==> config.mk <==
export PLATFORM = sky130hd
export DESIGN_NAME = sram_element_rmw
export DESIGN_NICKNAME = d
export VERILOG_FILES = /design/src/rtl/sram_element_rmw.sv
export SDC_FILE = /design/constraint.sdc
export NUM_CORES = 1
export LEC_CHECK = 0
export ABC_AREA = 1
export BUFFER_PORTS_ARGS = -buffer_cell sky130_fd_sc_hd__buf_4
export CORE_MARGIN = 10
export CORE_UTILIZATION = 45
export DETAILED_ROUTE_END_ITERATION = 7
export GPL_ROUTABILITY_DRIVEN = 0
export PLACE_DENSITY_LB_ADDON = 0.12
export SLEW_MARGIN = 30
export SYNTH_ARGS = -nofsm -noshare
export SYNTH_HDL_FRONTEND = slang
export SYNTH_SLANG_ARGS = --single-unit
==> constraint.sdc <==
create_clock -name clk -period 5.57 [get_ports clk]
set_input_delay 0.557 -clock clk [delete_from_list [all_inputs] [get_ports clk]]
set_output_delay 0.557 -clock clk [all_outputs]
set_load 0.02 [all_outputs]
==> src/rtl/sram_element_rmw.sv <==
// sram_element_rmw
//   Element-granular front end for one port of the block-wide cache SRAM.
//   Single-element reads return the selected element; single-element writes
//   become a block read-modify-write. Only one request is in flight at a time,
//   so back-to-back RMWs to the same block need no hazard logic.
//
// Ports
//   clk, reset            clock, synchronous active-high reset
//   io_req_valid/ready    request handshake (ready only in IDLE)
//   io_req_write          1 = write element, 0 = read element
//   io_req_addr           {block index, element index}
//   io_req_data           element write data
//   io_resp_valid/ready   read response handshake (reads only)
//   io_resp_data          read element, held until consumed
//   io_sram_addr/we/din   drive the SRAM port (din is the merged block)
//   io_sram_dout          SRAM read data, valid one cycle after addr
module sram_element_rmw #(
  parameter int ELEMENT_WIDTH      = 32,
  parameter int ELEMENTS_PER_BLOCK = 4,
  parameter int LG_EPB             = 2,
  parameter int WIDTH              = 128,
  parameter int DEPTH              = 64,
  parameter int LG_DEPTH           = 6
) (
  input  logic                       clk,
  input  logic                       reset,
  input  logic                       io_req_valid,
  output logic                       io_req_ready,
  input  logic                       io_req_write,
  input  logic [LG_DEPTH+LG_EPB-1:0] io_req_addr,
  input  logic [ELEMENT_WIDTH-1:0]   io_req_data,
  output logic                       io_resp_valid,
  input  logic                       io_resp_ready,
  output logic [ELEMENT_WIDTH-1:0]   io_resp_data,
  output logic [LG_DEPTH-1:0]        io_sram_addr,
  output logic                       io_sram_we,
  output logic [WIDTH-1:0]           io_sram_din,
  input  logic [WIDTH-1:0]           io_sram_dout
);

  typedef enum logic [2:0] {
    S_IDLE,
    S_RD,
    S_CAP,
    S_WR,
    S_RESP
  } state_t;

  state_t                     r_state;
  logic                       r_write;
  logic [LG_EPB-1:0]          r_elem;
  logic [ELEMENT_WIDTH-1:0]   r_data;
  logic                       r_resp_valid;
  logic [ELEMENT_WIDTH-1:0]   r_resp_data;
  logic [LG_DEPTH-1:0]        r_sram_addr;
  logic                       r_sram_we;
  logic [WIDTH-1:0]           r_sram_din;

  logic [LG_DEPTH-1:0]        w_req_blk;
  logic [LG_EPB-1:0]          w_req_elem;

  assign w_req_blk  = io_req_addr[LG_DEPTH+LG_EPB-1:LG_EPB];
  assign w_req_elem = io_req_addr[LG_EPB-1:0];

  // Replace element idx of blk with d; other elements pass through unchanged.
  function automatic logic [WIDTH-1:0] f_merge(
    input logic [WIDTH-1:0]         blk,
    input logic [LG_EPB-1:0]        idx,
    input logic [ELEMENT_WIDTH-1:0] d
  );
    logic [WIDTH-1:0] m;
    m = blk;
    for (int i = 0; i < ELEMENTS_PER_BLOCK; i++) begin
      if (idx == LG_EPB'(i)) begin
        m[i*ELEMENT_WIDTH +: ELEMENT_WIDTH] = d;
      end
    end
    return m;
  endfunction

  function automatic logic [ELEMENT_WIDTH-1:0] f_select(
    input logic [WIDTH-1:0]  blk,
    input logic [LG_EPB-1:0] idx
  );
    logic [ELEMENT_WIDTH-1:0] s;
    s = '0;
    for (int i = 0; i < ELEMENTS_PER_BLOCK; i++) begin
      if (idx == LG_EPB'(i)) begin
        s = blk[i*ELEMENT_WIDTH +: ELEMENT_WIDTH];
      end
    end
    return s;
  endfunction

  always_ff @(posedge clk) begin
    if (reset) begin
      // Any in-flight request is dropped: no late write, no response.
      r_state      <= S_IDLE;
      r_resp_valid <= 1'b0;
      r_resp_data  <= '0;
      r_sram_addr  <= '0;
      r_sram_we    <= 1'b0;
      r_sram_din   <= '0;
    end else begin
      case (r_state)
        // Accept: capture the request, present the block address.
        S_IDLE: begin
          if (io_req_valid) begin
            r_write     <= io_req_write;
            r_elem      <= w_req_elem;
            r_data      <= io_req_data;
            r_sram_addr <= w_req_blk;
            r_state     <= S_RD;
          end
        end
        // SRAM samples the address this cycle.
        S_RD: begin
          r_state <= S_CAP;
        end
        // Block data is on io_sram_dout: merge for a write, select for a read.
        S_CAP: begin
          if (r_write) begin
            r_sram_din <= f_merge(io_sram_dout, r_elem, r_data);
            r_sram_we  <= 1'b1;
            r_state    <= S_WR;
          end else begin
            r_resp_data  <= f_select(io_sram_dout, r_elem);
            r_resp_valid <= 1'b1;
            r_state      <= S_RESP;
          end
        end
        // Single-cycle write pulse; address is still held from accept.
        S_WR: begin
          r_sram_we <= 1'b0;
          r_state   <= S_IDLE;
        end
        // Hold the response until the consumer takes it.
        S_RESP: begin
          if (io_resp_ready) begin
            r_resp_valid <= 1'b0;
            r_state      <= S_IDLE;
          end
        end
        default: begin
          r_state <= S_IDLE;
        end
      endcase
    end
  end

  assign io_req_ready  = (r_state == S_IDLE);
  assign io_resp_valid = r_resp_valid;
  assign io_resp_data  = r_resp_data;
  assign io_sram_addr  = r_sram_addr;
  assign io_sram_we    = r_sram_we;
  assign io_sram_din   = r_sram_din;

endmodule

==> results.toml <==
[floorplan]
die_w_um = 165
fp.coreArea_um2 = 20400
ios = 342
die_y_um = 165
start_util_pct = 46.2
rows = 52
dieArea_um2 = 27200

[finish]
drive_above_1_share_pct = 24.9
synthToLayoutAreaGrowth_pct = 35.4
utilization_pct = 62.6
n_fill_cell = 1979
mostFrequentLayoutCells = "nand2_1, buf_4, o21ai_0, dfxtp_1, nor2_1"
num-nets-final = 1818
final_common_cell = "nand2_1"

[clocking]
cts_setup_buffers = 0
cts_resized = 0
clkLatencyLatePin_ns = 0.52
root_buffer = "clkbuf_16"
clockBufferDepth = 3
clkTransAtPathRegs_ns = 0.06
cts_buffers = 23
cts_tree = "done"
htree_levels = 1
numClockSinks = 206
hold_buffers = 0

[critical_path]
cp.arrival_ns = 3.07
critPathRequiredTime_ns = 6.00
crit_fanout = 95
end_kind = "flip-flop"
critical_path_class = "flip-flop to flip-flop"
worst-r2r-setup-slack_ns = 2.93
start_kind = "flip-flop"

[route]
first_iter_violations = 1102
viasPerCell = 5.21
dr.pass1.iters = 6
drc = 0
vias = 10100
avgRoutedWirePerCell_um = 19.7
final_antenna_net_count = 0
wl_mm = 38.0

[grt]
grt_antenna_before_repair = 2
grt_first_pass_wirelength_mm = 55.9
grt_overflow_total = 0
grt_usage_pct = 26.5
grt_max_degree = 113
grt_pass1_vias = 9352

[synth]
ys_ff_latch = 206
synth_nets = 1538
syn-instance-count = 1365
ys_seq_area_share_pct = 47.4
yosys_warnings = 0
synth_cell_type_count = 21
syn_area_um2 = 9440
avgSynthCellArea_um2 = 6.92

[place]
hpwl_mm = 27.2
port_buffers = 341

[power_and_ir_drop]
power_density_nw_per_um2 = 308
static-leakage-power_nw = 5.95
vdd_ir_drop_max_mv = 0.266

[timing]
min_period_over_period_pct = 47.3
clock_skew_ns = 0.0180
slew_viol_final = 0
tightest_slew_ns = 0.988
max_clock_freq_mhz = 379
hold_viol = 0
max-slew-margin-rel_pct = 34.1
period_minus_slack_ns = 2.64
setup_violations = 0
rsz0062_at_grt = "false"
tns_ns = 0

[min_path]
min-delay-path-class = "primary input to flip-flop"

[run]
max_cap_viol_count = 0

[run_status]
status = "finished clean"
area by class of cell:
class	count	area [µm²]	share of cell area [%]
inverters	54	203	1.59
flip-flops and latches	206	4470	35.0
clock buffers	34	701	5.48
clock inverters	7	36.3	0.284
repair buffers	351	2670	20.9
multi-input cells	1009	4360	34.1
diodes	2	5.00	0.0392
well taps	270	338	2.64
critical path, stage by stage (launching register included):
cell     delay [ns]
dfxtp_1        0.33
inv_1          0.11
nand3_1        0.21
nor2_4         0.64
buf_4          0.89
nand2_1        0.17
a21oi_1        0.18
synthesized netlist by cell type:
library cell	instances	area (µm²)
nand2_1	446	1670
o21ai_0	172	861
dfxtp_1	171	3420
nor2_1	171	642
a21oi_1	87	435
nand3_1	56	280
o21ai_1	52	260
buf_2	49	245
inv_1	49	184
clkbuf_1	40	150
edfxtp_1	35	1050
or2_2	15	93.8
buf_4	4	30.0
buf_1	3	11.3
inv_2	3	11.3
nand2_2	3	18.8
nor2_4	3	33.8
clkinv_1	2	7.51
nand4_1	2	12.5
nand3b_1	1	7.51
nor2_2	1	6.26
cell families after synthesis:
group,share of synthesized area [%]
AND/OR/NAND/NOR,29.3
buffers and inverters,6.77
flip-flops,47.4
AO/OA/AOI/OAI,16.5
final timing paths:
check | start | end | depth (start not counted)
worst max register to register | r_state[0]$_SDFFE_PP0P_ | io_sram_din[11]$_SDFFE_PP0P_ | 6
worst min register to register | io_sram_addr[4]$_SDFFE_PP0P_ | io_sram_addr[4]$_SDFFE_PP0P_ | 2
worst max-delay path | r_state[0]$_SDFFE_PP0P_ | io_sram_din[11]$_SDFFE_PP0P_ | 6
worst min-delay path | io_req_data[8] | r_data[8]$_DFFE_PP_ | 1
routing by layer:
metal	routed length (µm)	vias to the layer above	track usage, %
met2	15800	547	36.9
met1	16500	4501	37.9
met3	4600	61	8.17
li1	-	4962	-
met5	0	-	0
met4	1080	0	8.86
sequential cells by signal (all words and copies together) (netlist names):
register and flops:
io_sram_addr 6, r_write 1, io_resp_valid 1, io_sram_din 128
r_elem 2, io_resp_data 32, r_data 32, io_sram_we 1
r_state 3
metrics by stage:
stage	area, µm²	setup slack [ns]	power [mW]	hold WS (ns)	std cells
floorplan	9440	2.70	2.10	0.513	1365
global placement	12000	3.02	2.45	0.450	1889
detailed placement	12000	3.01	2.46	0.455	1890
CTS	12800	2.98	3.95	0.204	1931
global route	12800	2.74	4.10	0.206	1932
finish	12800	2.93	3.93	0.213	1933
report_power, final:
part	switching [mW]	internal [mW]
clock network	0.625	0.871
registers	0.0562	1.61
logic	0.480	0.286
(Power assumes the default switching activity.)
